==> config.mk <==
export PLATFORM = sky130hd
export DESIGN_NAME = spi_tx_arbiter_flat
export DESIGN_NICKNAME = d
export VERILOG_FILES = /design/src/rtl/spi_tx_arbiter_pkg.sv /design/src/rtl/spi_tx_arbiter_if.sv /design/src/rtl/spi_tx_arbiter_rr_pick.sv /design/src/rtl/spi_tx_arbiter.sv /design/src/flat_wrapper.sv
export SDC_FILE = /design/constraint.sdc
export NUM_CORES = 1
export LEC_CHECK = 0
export CELL_PAD_IN_SITES_DETAIL_PLACEMENT = 0
export CELL_PAD_IN_SITES_GLOBAL_PLACEMENT = 2
export CORE_MARGIN = 3
export CORE_UTILIZATION = 22
export DETAILED_ROUTE_END_ITERATION = 7
export PLACE_DENSITY = 0.82
export REMOVE_ABC_BUFFERS = 1
export SLEW_MARGIN = 20
export SYNTH_ARGS = -nofsm -noshare
export SYNTH_HDL_FRONTEND = slang
export SYNTH_SLANG_ARGS = --single-unit
==> constraint.sdc <==
create_clock -name clk -period 2.62 [get_ports clk]
set_clock_uncertainty 0.1 [all_clocks]
set_input_delay 0.393 -clock clk [delete_from_list [all_inputs] [get_ports clk]]
set_output_delay 0.393 -clock clk [all_outputs]
set_load 0.02 [all_outputs]
==> src/rtl/spi_tx_arbiter_pkg.sv <==
// Shared types and defaults for the SPI transmit arbiter and its picker.
// Latency: n/a (declarations only).
// Backpressure: n/a.
package spi_tx_arbiter_pkg;

   localparam int NREQ_DEF    = 4;
   localparam int DATA_W_DEF  = 24;
   localparam int TIMEOUT_DEF = 1024;

   typedef enum logic [1:0] {
      ST_IDLE = 2'd0,
      ST_SEND = 2'd1,
      ST_HOLD = 2'd2
   } state_e;

   // Index of the requester after idx, wrapping at n.
   function automatic int wrap_inc(input int idx, input int n);
      return (idx + 1 >= n) ? 0 : idx + 1;
   endfunction

endpackage

==> src/rtl/spi_tx_arbiter_if.sv <==
// Bundle of requester-side and spi_slave-side signals around the arbiter.
// Latency: n/a (wiring only).
// Backpressure: spi_wr_buffer_free gates the arbiter's write strobe.
// master: requesters plus spi_slave model; slave: the arbiter.
interface spi_tx_arbiter_if #(
   parameter int NREQ   = 4,
   parameter int DATA_W = 24
) ();
   logic [NREQ-1:0]        req;
   logic [NREQ*DATA_W-1:0] req_data;
   logic [NREQ-1:0]        req_last;
   logic [NREQ-1:0]        ack;
   logic [NREQ-1:0]        grant;
   logic                   busy;
   logic                   spi_wr_buffer_free;
   logic                   spi_wr_en;
   logic [DATA_W-1:0]      spi_wr_data;
   logic                   timeout_err;

   modport master (
      output req, req_data, req_last, spi_wr_buffer_free,
      input  ack, grant, busy, spi_wr_en, spi_wr_data, timeout_err
   );

   modport slave (
      input  req, req_data, req_last, spi_wr_buffer_free,
      output ack, grant, busy, spi_wr_en, spi_wr_data, timeout_err
   );
endinterface

==> src/rtl/spi_tx_arbiter_rr_pick.sv <==
// Round-robin picker: first set req bit at or above ptr, wrapping.
// Latency: combinational.
// Backpressure: none; vld low when no request is pending.
// Ports: req (N), ptr (start index) -> grant (one-hot), idx, vld.
module rr_pick #(
   parameter int N = 4
) (
   input  logic [N-1:0]         req,
   input  logic [$clog2(N)-1:0] ptr,
   output logic [N-1:0]         grant,
   output logic [$clog2(N)-1:0] idx,
   output logic                 vld
);
   localparam int PW = $clog2(N);

   int            j;
   logic [PW-1:0] jj;

   always_comb begin
      grant = '0;
      idx   = '0;
      vld   = 1'b0;
      j     = 0;
      jj    = '0;
      for (int i = 0; i < N; i++) begin
         j = int'(ptr) + i;
         if (j >= N) j = j - N;
         jj = PW'(j);
         if (!vld && req[jj]) begin
            vld       = 1'b1;
            idx       = jj;
            grant[jj] = 1'b1;
         end
      end
   end
endmodule

==> src/rtl/spi_tx_arbiter.sv <==
// Round-robin, burst-locked arbiter for the single spi_slave transmit port.
// Latency: req in IDLE -> spi_wr_en 2 cycles; at most one word per 2 cycles.
// Backpressure: words wait in SEND while spi_wr_buffer_free is low; req held until ack.
// Ports: clk, reset (sync, active-high), bus (spi_tx_arbiter_if.slave).
// Optional macro SPI_TX_ARBITER_TIMEOUT_EN: revoke a grant stalled for TIMEOUT cycles.
module spi_tx_arbiter
   import spi_tx_arbiter_pkg::*;
#(
   parameter int NREQ    = NREQ_DEF,
   parameter int DATA_W  = DATA_W_DEF,
   parameter int TIMEOUT = TIMEOUT_DEF
) (
   input logic             clk,
   input logic             reset,
   spi_tx_arbiter_if.slave bus
);
   localparam int PW = $clog2(NREQ);

   state_e            state_q, state_d;
   logic [PW-1:0]     owner_q, rr_ptr_q, win_idx;
   logic [NREQ-1:0]   win_oh, grant_q, ack_q;
   logic              win_vld, last_q, busy_q, wr_en_q, owner_req;
   logic [DATA_W-1:0] wr_data_q;
   logic              do_grant, do_send, do_release, stall_hit;

   rr_pick #(.N(NREQ)) u_pick (
      .req   (bus.req),
      .ptr   (rr_ptr_q),
      .grant (win_oh),
      .idx   (win_idx),
      .vld   (win_vld)
   );

   assign owner_req = bus.req[owner_q];

`ifdef SPI_TX_ARBITER_TIMEOUT_EN
   localparam int CW = $clog2(TIMEOUT + 1);
   logic [CW-1:0] stall_cnt_q;
   logic          err_q;

   // Fires on the TIMEOUT-th consecutive SEND cycle with the owner's req low.
   assign stall_hit = (state_q == ST_SEND) && !owner_req &&
                      (stall_cnt_q == CW'(TIMEOUT - 1));

   always_ff @(posedge clk) begin
      if (reset) begin
         stall_cnt_q <= '0;
         err_q       <= 1'b0;
      end else begin
         if (state_q == ST_SEND && !owner_req)
            stall_cnt_q <= stall_hit ? '0 : stall_cnt_q + 1'b1;
         else
            stall_cnt_q <= '0;
         if (stall_hit) err_q <= 1'b1;
      end
   end

   assign bus.timeout_err = err_q;
`else
   logic unused_timeout;
   assign unused_timeout  = (TIMEOUT > 0);
   assign stall_hit       = 1'b0;
   assign bus.timeout_err = 1'b0;
`endif

   // State register
   always_ff @(posedge clk) begin
      if (reset) state_q <= ST_IDLE;
      else       state_q <= state_d;
   end

   // Next-state logic
   always_comb begin
      state_d = state_q;
      case (state_q)
         ST_IDLE: if (win_vld) state_d = ST_SEND;
         ST_SEND: begin
            if (owner_req && bus.spi_wr_buffer_free) state_d = ST_HOLD;
            else if (stall_hit)                      state_d = ST_IDLE;
         end
         // HOLD ignores free/req: both still reflect the word just written.
         ST_HOLD: state_d = last_q ? ST_IDLE : ST_SEND;
         default: state_d = ST_IDLE;
      endcase
   end

   // Output/control decode
   always_comb begin
      do_grant   = (state_q == ST_IDLE) && win_vld;
      do_send    = (state_q == ST_SEND) && owner_req && bus.spi_wr_buffer_free;
      do_release = ((state_q == ST_HOLD) && last_q) || stall_hit;
   end

   // Registered outputs; reset wins, so a strobe on the reset cycle is dropped.
   always_ff @(posedge clk) begin
      if (reset) begin
         grant_q   <= '0;
         owner_q   <= '0;
         rr_ptr_q  <= '0;
         busy_q    <= 1'b0;
         last_q    <= 1'b0;
         ack_q     <= '0;
         wr_en_q   <= 1'b0;
         wr_data_q <= '0;
      end else begin
         ack_q   <= '0;
         wr_en_q <= 1'b0;
         if (do_grant) begin
            grant_q <= win_oh;
            owner_q <= win_idx;
            busy_q  <= 1'b1;
         end
         if (do_send) begin
            wr_en_q   <= 1'b1;
            wr_data_q <= bus.req_data[owner_q*DATA_W +: DATA_W];
            ack_q     <= grant_q;
            last_q    <= bus.req_last[owner_q];
         end
         if (do_release) begin
            grant_q  <= '0;
            busy_q   <= 1'b0;
            rr_ptr_q <= PW'(wrap_inc(int'(owner_q), NREQ));
         end
      end
   end

   assign bus.grant       = grant_q;
   assign bus.busy        = busy_q;
   assign bus.ack         = ack_q;
   assign bus.spi_wr_en   = wr_en_q;
   assign bus.spi_wr_data = wr_data_q;
endmodule
==> src/flat_wrapper.sv <==
// flat-port wrapper written by rule: the top's interface ports become plain ports
module spi_tx_arbiter_flat import spi_tx_arbiter_pkg::*;
#(
   parameter int NREQ    = NREQ_DEF,
   parameter int DATA_W  = DATA_W_DEF,
   parameter int TIMEOUT = TIMEOUT_DEF
)
  (clk, reset, bus_req, bus_req_data, bus_req_last, bus_spi_wr_buffer_free, bus_ack, bus_grant, bus_busy, bus_spi_wr_en, bus_spi_wr_data, bus_timeout_err);
  spi_tx_arbiter_if #(.NREQ(NREQ), .DATA_W(DATA_W)) bus_i ();
  input logic clk;
  input logic reset;
  input wire logic [$bits(bus_i.req)-1:0] bus_req;
  input wire logic [$bits(bus_i.req_data)-1:0] bus_req_data;
  input wire logic [$bits(bus_i.req_last)-1:0] bus_req_last;
  input wire logic [$bits(bus_i.spi_wr_buffer_free)-1:0] bus_spi_wr_buffer_free;
  output wire logic [$bits(bus_i.ack)-1:0] bus_ack;
  output wire logic [$bits(bus_i.grant)-1:0] bus_grant;
  output wire logic [$bits(bus_i.busy)-1:0] bus_busy;
  output wire logic [$bits(bus_i.spi_wr_en)-1:0] bus_spi_wr_en;
  output wire logic [$bits(bus_i.spi_wr_data)-1:0] bus_spi_wr_data;
  output wire logic [$bits(bus_i.timeout_err)-1:0] bus_timeout_err;
  assign bus_i.req = bus_req;
  assign bus_i.req_data = bus_req_data;
  assign bus_i.req_last = bus_req_last;
  assign bus_i.spi_wr_buffer_free = bus_spi_wr_buffer_free;
  assign bus_ack = bus_i.ack;
  assign bus_grant = bus_i.grant;
  assign bus_busy = bus_i.busy;
  assign bus_spi_wr_en = bus_i.spi_wr_en;
  assign bus_spi_wr_data = bus_i.spi_wr_data;
  assign bus_timeout_err = bus_i.timeout_err;
  spi_tx_arbiter #(.NREQ(NREQ), .DATA_W(DATA_W), .TIMEOUT(TIMEOUT)) u_core (.clk(clk), .reset(reset), .bus(bus_i));
endmodule
==> impl_metrics.env, run 1 <==
export IMPL_grt_pass1_wl_um=13500
export IMPL_drt_total_wl_um=8580
export IMPL_port_buffers=140
export IMPL_required_ns=2.73
export IMPL_hpwl_um=6730
export IMPL_grt_max_degree=27
export IMPL_tightest_slew_ns=0.538
export IMPL_hold_buffers=0
export IMPL_post_cts_buffers=0
export IMPL_hold_violations=0
export IMPL_p_per_area_mw_per_mm2=467
export IMPL_layout_common_cells="140 x clkdlybuf4s50_1, 54 x nand2_1, 40 x dfxtp_1, 30 x mux4_2, 28 x a21oi_1"
export IMPL_rsz0062_at_grt="no"
export IMPL_min_period_ns=2.30
export IMPL_cpPeakStageDelay_ns=0.64
export IMPL_synth_top_cell_area_share_pct=32.2
export IMPL_wl_per_cell_um=16.1
export IMPL_drc=0
export IMPL_finalPower_mw=1.99
export IMPL_start_kind="flip-flop"
export IMPL_antenna_found_initial=1
export IMPL_max_cap_violations=0
export IMPL_grt_pass1_vias=2507
export IMPL_clkPwrFrac_pct=35.9
export IMPL_seqPwrFrac_pct=34.6
export IMPL_clkTransAtPathRegs_ns=0.06
export IMPL_cpLargestDelayFamily="multiplexers"
export IMPL_fmax_mhz=436
export IMPL_cp_num_buf_inv=1
export IMPL_die_h_um=114
export IMPL_yosysUniqueCellTypes=39
export IMPL_drtIter0Drc=94
export IMPL_stdcell_count=532
export IMPL_gp_congestion=0.822
export IMPL_intPower_mw=1.49
export IMPL_finish_utilization_pct=38.5
export IMPL_power_leakage_nw=1.46
export IMPL_maxSlewViolCount=0
export IMPL_rows=38
export IMPL_mostFrequentLayoutCell="clkdlybuf4s50_1"
export IMPL_vdd_drop_max_v=0.000228
export IMPL_core_area_mm2=0.0111
export IMPL_ys_warn_count=0
export IMPL_syn_area_mm2=0.00255
export IMPL_drive_gt1_share_pct=14.5
export IMPL_cts_buffers=5
export IMPL_num_vias=2487
export IMPL_die_area_mm2=0.0129
export IMPL_drtAntennaViolNets=0
export IMPL_path_max_fanout=9
export IMPL_cts_repair_resized=0
export IMPL_die_w_um=114
export IMPL_synth_cells=255
export IMPL_cpMaxStageDelayCell="mux4_2"
export IMPL_async_reset_ff_share_pct=0
export IMPL_p_sw_share_pct=25.1
export IMPL_status="finished clean"
export IMPL_cts_root_buffer="clkbuf_16"
export IMPL_synth_ff_type="dfxtp_1"
export IMPL_cp_arrival_ns=2.40
export IMPL_setup_viol=0
export IMPL_yosys_area_top_type="dfxtp_1"
export IMPL_area_growth_syn_to_layout_pct=67.2
export IMPL_p_switching_mw=0.501
export IMPL_viasPerCell=4.67
export IMPL_initial_core_util_pct=23.0
export IMPL_diodes=0
export IMPL_grt_overflow=0
export IMPL_boundaryPins=142
export IMPL_fin_crit_sh_pct=87.6
export IMPL_place_inst=524
export IMPL_crit_path_end_kind="flip-flop"
export IMPL_path_cells="inv_1 -> ha_1 -> mux4_2 -> nor2b_1 -> a221oi_1 -> o22ai_1"
export IMPL_cts_path_max_buffers=2
export IMPL_clkLatencyLatePin_ns=0.28
export IMPL_cts_tree="done"
export IMPL_criticalPathCategory="reg2reg"
export IMPL_drt_pass1_iterations=4
export IMPL_synth_edff_count=0
export IMPL_ys_top_cells_by_area="dfxtp_1 32%, mux4_2 27%, nand2_1 8.0%, a21oi_1 5.5%, ha_1 2.9%"
export IMPL_postSynthAreaPerCell_um2=9.99
export IMPL_fillers=1109
export IMPL_worst_slack_ns=0.324
export IMPL_pre_cts_ws_ns=0.154
export IMPL_ys_ff_latch=41
export IMPL_h_tree_depth=2
export IMPL_maxSlewHeadroom_pct=63.2
export IMPL_ys_seq_area_share_pct=32.2
export IMPL_grt_use_total_pct=13.2
export IMPL_hp_class="reg2reg"
export IMPL_cts_sinks=41
export IMPL_nets=504
export IMPL_p_comb_share_pct=29.6
==> state kept, by name, summed over array words and instances, names as in the netlist <==
register / flops
u_core.bus.spi_wr_data: 24
u_core.bus.ack: 4
u_core.bus.grant: 4
u_core.owner_q: 2
u_core.rr_ptr_q: 2
u_core.state_q: 2
u_core.bus.busy: 1
u_core.bus.spi_wr_en: 1
u_core.last_q: 1
==> logic make-up (layout without fill, tap and decap cells) <==
kind of cell    after synthesis  count (layout)  synth area share (%)
other cells                   1               1                 0.147
compound gates               59              59                  14.8
simple gates                 86              86                  15.6
mux                          33              33                  27.8
fa+ha+maj                     6               6                  2.95
flops                        41              41                  32.2
buf+inv                      29             166                  6.53
==> final timing paths <==
kind,cells past startpoint,slack (ns),startpoint,to
hold / removal,2,0.35,u_core.bus.spi_wr_data[13],u_core.bus.spi_wr_data[13]
setup / recovery,6,0.32,u_core.rr_ptr_q[1],u_core.bus.grant[3]
hold reg to reg,2,0.35,u_core.bus.spi_wr_data[13],u_core.bus.spi_wr_data[13]
setup reg to reg,6,0.32,u_core.rr_ptr_q[1],u_core.bus.grant[3]
==> worst min-delay path, stage by stage, from the launching register on <==
cell	delay (ns)
dfxtp_1	0.30
nand2_1	0.05
a21oi_1	0.05
==> power by group through the flow <==
stage / clock network, mW / registers (mW) / logic [mW]
5_1_grt: 0.763 / 0.693 / 0.638
3_5_place_dp: 0 / 0.703 / 0.595
6_report: 0.714 / 0.688 / 0.589
2_1_floorplan: 0 / 0.767 / 0.213
4_1_cts: 0.736 / 0.689 / 0.599
3_3_place_gp: 0 / 0.701 / 0.592
==> synthesized netlist by cell type (2+ instances only) <==
cell type and number:
a2111oi_0 2, a21oi_1 28, a221oi_1 4, and2_1 5
and3_1 2, buf_2 7, buf_4 3, buf_6 5
clkbuf_1 8, dfxtp_1 41, ha_1 6, inv_1 5
mux2_2 2, mux4_2 30, nand2_1 54, nand2b_1 2
nor2_1 9, nor2b_1 4, nor3_1 2, nor4_1 2
o21ai_0 5, o221ai_1 4, o22ai_1 9
==> final cells by class <==
type / count / area [um2] / share of cell area (%)
tap: 140 / 175 / 4.11
multi-input combinational: 185 / 1560 / 36.6
clock inverter: 1 / 30.0 / 0.705
clock buffer: 7 / 143 / 3.35
timing repair buffer: 153 / 1510 / 35.5
sequential: 41 / 822 / 19.3
inverter: 5 / 18.8 / 0.441
==> metal layers <==
metal | up-vias | track usage (%) | part of all wire (%)
li1 | 1222 | - | -
met1 | 1171 | 16.3 | 42
met3 | 8 | 2.81 | 6.7
met5 | - | 0 | 0.16
met2 | 84 | 23.3 | 50
met4 | 2 | 3.29 | 1.1
==> stage by stage <==
step | area (um2) | TNS [ns] | hold slack [ns]
2_1_floorplan | 2400 | -1.57 | 0.343
3_3_place_gp | 4090 | 0 | 0.343
3_5_place_dp | 4090 | 0 | 0.347
4_1_cts | 4260 | 0 | 0.355
5_1_grt | 4260 | 0 | 0.373
6_report | 4260 | 0 | 0.352
Power figures use the tool's default switching activity.
==> run 2: changes to the inputs <==
--- a/config.mk
+++ b/config.mk
@@ -8,11 +8,14 @@
 export CELL_PAD_IN_SITES_DETAIL_PLACEMENT = 0
 export CELL_PAD_IN_SITES_GLOBAL_PLACEMENT = 2
 export CORE_MARGIN = 3
-export CORE_UTILIZATION = 22
+export CORE_UTILIZATION = 24
+export CTS_CLUSTER_DIAMETER = 60
+export CTS_CLUSTER_SIZE = 12
 export DETAILED_ROUTE_END_ITERATION = 7
-export PLACE_DENSITY = 0.82
+export PLACE_DENSITY = 0.83
 export REMOVE_ABC_BUFFERS = 1
 export SLEW_MARGIN = 20
 export SYNTH_ARGS = -nofsm -noshare
 export SYNTH_HDL_FRONTEND = slang
+export SYNTH_HIERARCHICAL = 1
 export SYNTH_SLANG_ARGS = --single-unit
==> impl_metrics.env, run 2 <==
export IMPL_ys_warn_count=6
export IMPL_min_period_ns=2.31
export IMPL_pre_cts_ws_ns=-0.336
export IMPL_hpwl_um=6620
export IMPL_fmax_mhz=432
export IMPL_worst_hold_slack_ns=0.382
export IMPL_cp_arrival_ns=2.37
export IMPL_path_cells="clkdlybuf4s50_1 -> mux4_2 -> buf_4 -> nor4b_4 -> nor2_1 -> a32o_1 -> mux2i_1 -> nor2_1"
export IMPL_ys_top_cells_by_area="dfxtp_1 28%, mux4_2 22%, a21oi_2 7.2%, a31o_1 7.2%, nand4_1 5.4%"
export IMPL_yosysUniqueCellTypes=37
export IMPL_criticalPathCategory="in2reg"
export IMPL_cts_sinks=41
export IMPL_wl_met3_um=594
export IMPL_regArea_um2=822
export IMPL_synth_top_cell_area_share_pct=28.3
export IMPL_postSynthAreaPerCell_um2=10.5
export IMPL_drtAntennaViolNets=0
export IMPL_cpMaxStageDelayCell="mux4_2"
export IMPL_drt_total_wl_um=8770
export IMPL_hp_class="in2reg"
export IMPL_power_leakage_nw=1.53
export IMPL_yosys_area_top_type="dfxtp_1"
export IMPL_crit_path_end_kind="flip-flop"
export IMPL_viasPerCell=4.90
export IMPL_drive_gt1_share_pct=21.2
export IMPL_clkTransAtPathRegs_ns=0.06
export IMPL_antenna_found_initial=0
export IMPL_nets=523
export IMPL_maxSlewHeadroom_pct=58.6
export IMPL_port_buffers=140
export IMPL_cts_repair_resized=1
export IMPL_ys_ff_latch=41
export IMPL_drt_pass1_iterations=4
export IMPL_ys_seq_area_share_pct=28.3
export IMPL_cts_buffers=5
export IMPL_rows=39
export IMPL_synth_ff_type="dfxtp_1"
export IMPL_layout_common_cells="138 x clkdlybuf4s50_1, 40 x dfxtp_1, 30 x inv_1, 28 x mux4_2, 25 x nand4_1"
export IMPL_cpMostUsedCell="nor2_1"
export IMPL_synthTopCellsByCount="41 x dfxtp_1, 30 x inv_1, 28 x mux4_2, 25 x nand4_1"
export IMPL_die_h_um=116
export IMPL_tightest_slew_ns=0.618
export IMPL_synth_cells=278
export IMPL_worst_slack_ns=0.306
export IMPL_clkLatencyLatePin_ns=0.28
export IMPL_cts_root_buffer="clkbuf_16"
export IMPL_grt_max_degree=46
export IMPL_hold_buffers=0
export IMPL_maxSlewViolCount=0
export IMPL_async_reset_ff_share_pct=0
export IMPL_grt_overflow=0
export IMPL_m1WireLength_um=3710
export IMPL_grt_use_total_pct=12.6
export IMPL_max_cap_violations=0
export IMPL_cts_tree="done"
export IMPL_die_w_um=116
export IMPL_yosys_cell_count_top_type="dfxtp_1"
export IMPL_multi_input_area_mm2=0.00180
export IMPL_largest_register_ffs=24
export IMPL_cts_path_max_buffers=2
export IMPL_area_growth_syn_to_layout_pct=59.2
export IMPL_grt_pass1_wl_um=13500
export IMPL_num_vias=2713
export IMPL_diodes=0
export IMPL_hold_violations=0
export IMPL_initial_core_util_pct=25.0
export IMPL_finish_utilization_pct=39.8
export IMPL_post_cts_buffers=0
export IMPL_rsz0062_at_grt="no"
export IMPL_grt_pass1_vias=2720
export IMPL_r2r_setup_slack_ns=0.35
export IMPL_status="finished clean"
export IMPL_core_area_mm2=0.0116
export IMPL_vdd_drop_max_v=0.000264
export IMPL_boundaryPins=142
export IMPL_wl_met2_um=4350
export IMPL_routed_top_layer="met4"
export IMPL_setup_viol=0
export IMPL_synth_edff_count=0
export IMPL_required_ns=2.68
export IMPL_p_per_area_mw_per_mm2=444
export IMPL_syn_area_mm2=0.00291
export IMPL_h_tree_depth=2
export IMPL_mostFrequentLayoutCell="clkdlybuf4s50_1"
export IMPL_start_kind="input port"
export IMPL_finalPower_mw=2.06
export IMPL_wl_per_cell_um=15.8
export IMPL_drtIter0Drc=77
export IMPL_cpPeakStageDelay_ns=0.56
export IMPL_gp_congestion=0.831
export IMPL_die_area_mm2=0.0135
export IMPL_drc=0
export IMPL_path_max_fanout=7
export IMPL_fillers=1152
export IMPL_fin_crit_sh_pct=88.3
run 2: changes by cell type after synthesis, sizes merged, moves of 8 or more:
cell,previous run,this run
inv,5,30
o22ai,9,0
a31o,0,25
a22oi,0,8
nand2,54,2
nand4,1,25
mux2i,1,9
run 2: final timing paths:
check	start	endpoint	depth (start not counted)
hold reg to reg	u_core/bus.busy	u_core/bus.busy	2
hold / removal	reset	u_core/state_q[1]	2
setup reg to reg	u_core/rr_ptr_q[0]	u_core/owner_q[1]	8
setup / recovery	bus_req[2]	u_core/owner_q[1]	8
run 2: layout make-up:
| class | count | area share, % |
|---|---|---|
| Clock buffer | 7 | 3.08 |
| Timing Repair Buffer | 158 | 33.3 |
| Inverter | 30 | 2.43 |
| Clock inverter | 1 | 0.649 |
| Tap cell | 143 | 3.87 |
| Sequential cell | 41 | 17.8 |
| Multi-Input combinational cell | 174 | 38.9 |
run 2: per-stage QoR:
step	cells	cell area (um2)	TNS (ns)
5_1_grt	554	4630	0
3_5_place_dp	546	4450	-1.95
4_1_cts	554	4630	0
6_report	554	4630	0
2_1_floorplan	245	2720	-8.52
3_3_place_gp	546	4450	-1.33
run 2: cell families after synthesis:
family          after synthesis  share of synthesized area [%]
compound gates               71                           20.0
buf+inv                      63                           10.2
simple gates                 55                           11.4
mux                          41                           27.4
flops                        41                           28.3
fa+ha+maj                     6                           2.58
other cells                   1                          0.129
run 2: critical path, delay by kind of cell:
family	cells	cell delay [ns]
buffers and inverters	2	0.68
AOI/OAI and AO/OA	1	0.22
muxes	2	0.69
and+or+nand+nor	3	0.40
run 2: power breakdown:
part,total (mW),switching [mW],internal (mW)
Sequential,0.683,0.0230,0.660
Clock,0.724,0.248,0.476
Combinational,0.649,0.289,0.360
Total,2.06,0.560,1.50
run 2: per-layer routing:
layer	GRT usage (%)	vias to the layer above
met5	0	-
met4	3.25	0
met3	2.40	7
met2	22.4	89
met1	15.6	1296
li1	-	1321
==> run 3: changes to the inputs <==
--- a/config.mk
+++ b/config.mk
@@ -12,6 +12,7 @@
 export CTS_CLUSTER_DIAMETER = 60
 export CTS_CLUSTER_SIZE = 12
 export DETAILED_ROUTE_END_ITERATION = 7
+export GPL_ROUTABILITY_DRIVEN = 0
 export PLACE_DENSITY = 0.83
 export REMOVE_ABC_BUFFERS = 1
 export SLEW_MARGIN = 20
==> constraint.sdc (replaced) <==
create_clock -name clk -period 2.62 [get_ports clk]
set_clock_uncertainty 0.1 [all_clocks]
set_input_delay 0.393 -clock clk [delete_from_list [all_inputs] [get_ports clk]]
set_output_delay 0.393 -clock clk [all_outputs]
set_load 0.1 [all_outputs]
==> impl_metrics.env, run 3 (synthesis gave the netlist of run 2 again) <==
export IMPL_clkPwrFrac_pct=30.0
export IMPL_status="finished clean"
export IMPL_criticalPathCategory="in2reg"
export IMPL_tightest_slew_ns=0.641
export IMPL_min_delay_start="u_core/bus.busy"
export IMPL_worstHoldPathCells=2
export IMPL_p_sw_share_pct=34.2
export IMPL_area_growth_syn_to_layout_pct=56.9
export IMPL_cts_tree="done"
export IMPL_drive_gt1_share_pct=29.9
export IMPL_p_comb_share_pct=38.3
export IMPL_port_buffers=140
export IMPL_num_vias=2745
export IMPL_mostFrequentLayoutCell="clkdlybuf4s50_1"
export IMPL_wl_met2_um=4470
export IMPL_required_ns=2.67
export IMPL_worst_hold_slack_ns=0.405
export IMPL_min_period_ns=2.30
export IMPL_fin_crit_sh_pct=87.8
export IMPL_stdcell_count=555
export IMPL_vdd_drop_max_v=0.000246
export IMPL_clkLatencyLatePin_ns=0.28
export IMPL_crit_path_end_kind="flip-flop"
export IMPL_antenna_found_initial=0
export IMPL_hold_violations=0
export IMPL_start_kind="input port"
export IMPL_fmax_mhz=435
export IMPL_m1WireLength_um=3900
export IMPL_grt_max_degree=47
export IMPL_initial_core_util_pct=25.0
export IMPL_core_area_mm2=0.0116
export IMPL_r2r_cells=8
export IMPL_grt_overflow=0
export IMPL_grt_pass1_wl_um=14300
export IMPL_crit_start="bus_req[2]"
export IMPL_pre_cts_ws_ns=-0.337
export IMPL_diodes=0
export IMPL_path_cells="clkdlybuf4s50_1 -> mux4_2 -> buf_4 -> nor4b_4 -> nor2_1 -> a32o_1 -> mux2i_1 -> nor2_1"
export IMPL_cp_arrival_ns=2.35
export IMPL_wl_met3_um=639
export IMPL_seqPwrFrac_pct=31.7
export IMPL_hp_class="reg2reg"
export IMPL_worst_slack_ns=0.319
export IMPL_drt_total_wl_um=9080
export IMPL_reg2reg_to="u_core/owner_q[1]"
export IMPL_routed_top_layer="met4"
export IMPL_r2r_setup_slack_ns=0.32
export IMPL_power_leakage_nw=1.61
export IMPL_layout_common_cells="104 x clkdlybuf4s50_1, 50 x buf_4, 40 x dfxtp_1, 30 x inv_1, 28 x mux4_2"
export IMPL_p_per_area_mw_per_mm2=474
export IMPL_maxSlewHeadroom_pct=57.1
export IMPL_die_area_mm2=0.0135
export IMPL_hpwl_um=6970
export IMPL_cts_buffers=5
export IMPL_boundaryPins=142
export IMPL_cpMaxStageDelayCell="mux4_2"
export IMPL_cpMostUsedCell="nor2_1"
export IMPL_cts_sinks=41
export IMPL_max_cap_violations=0
export IMPL_intPower_mw=1.42
export IMPL_rsz0062_at_grt="no"
export IMPL_hold_buffers=0
export IMPL_finish_utilization_pct=39.2
export IMPL_maxSlewViolCount=0
export IMPL_p_switching_mw=0.738
export IMPL_finalPower_mw=2.16
export IMPL_viasPerCell=4.95
export IMPL_regToRegStartpoint="u_core/rr_ptr_q[0]"
export IMPL_cpPeakStageDelay_ns=0.50
export IMPL_clkTransAtPathRegs_ns=0.06
export IMPL_holdPathEnd="u_core/bus.busy"
export IMPL_cts_root_buffer="clkbuf_16"
export IMPL_drtIter0Drc=100
export IMPL_rows=39
export IMPL_place_inst=547
export IMPL_grt_pass1_vias=2815
export IMPL_drt_pass1_iterations=4
export IMPL_wl_per_cell_um=16.4
export IMPL_h_tree_depth=2
export IMPL_grt_use_total_pct=13.3
export IMPL_cts_path_max_buffers=2
export IMPL_die_w_um=116
export IMPL_path_max_fanout=12
export IMPL_drtAntennaViolNets=0
export IMPL_die_h_um=116
export IMPL_drc=0
export IMPL_setup_viol=0
export IMPL_nets=524
export IMPL_largest_register_ffs=24
-- run 3: changes by cell type in the layout (fill, tap and decap cells not counted), sizes merged --
cell | before | now
buf | 20 | 55
bufinv | 1 | 0
clkdlybuf4s50 | 138 | 104
clkinv | 0 | 1
-- run 3: worst max path at each step --
stage	to	slack, ns	cells after the start
finish	u_core/owner_q[1]	0.32	8
global route	u_core/bus.grant[3]	0.15	9
CTS	u_core/owner_q[1]	0.31	8
global placement	u_core/owner_q[1]	-0.19	7
floorplan	u_core/state_q[0]	-0.34	3
detailed placement	u_core/owner_q[1]	-0.34	7
-- run 3: critical path: cells and delay by family --
kind | cells | cell delay, ns
compound gates | 1 | 0.23
buf+inv | 2 | 0.67
mux | 2 | 0.64
simple gates | 3 | 0.41
-- run 3: cell type report --
class / count / area, um2
Fill cell: 1150 / 7060
Multi-Input combinational cell: 174 / 1800
Timing Repair Buffer: 159 / 1490
Sequential cell: 41 / 822
Tap cell: 143 / 179
Clock buffer: 7 / 153
Inverter: 30 / 113
Clock inverter: 1 / 5.00
-- run 3: power groups by stage --
stage	sequential, mW	combinational (mW)	clock, mW
after floorplan	0.919	0.264	0
after global placement	0.696	0.824	0
after detailed placement	0.698	0.834	0
after CTS	0.685	0.836	0.674
after global routing	0.690	0.878	0.706
final	0.684	0.826	0.648
-- run 3: metal layers --
metal | vias up | GRT usage [%]
li1 | 1330 | -
met1 | 1318 | 17.1
met2 | 92 | 23.3
met3 | 5 | 2.45
met4 | 0 | 2.55
met5 | - | 0
-- run 3: per-stage QoR --
| stage | setup TNS [ns] | cell area, um2 |
|---|---|---|
| 5_1_grt | 0 | 4560 |
| 2_1_floorplan | -8.54 | 2720 |
| 3_3_place_gp | -1.05 | 4400 |
| 3_5_place_dp | -2.01 | 4400 |
| 6_report | 0 | 4560 |
| 4_1_cts | 0 | 4560 |
-- run 3: timing repair --
action | in CTS | in global routing
setup buffers | 0 | 0
gates resized for setup | 1 | 0
endpoints found under the hold margin | 0 | 0
setup endpoints to repair | 6 | 0
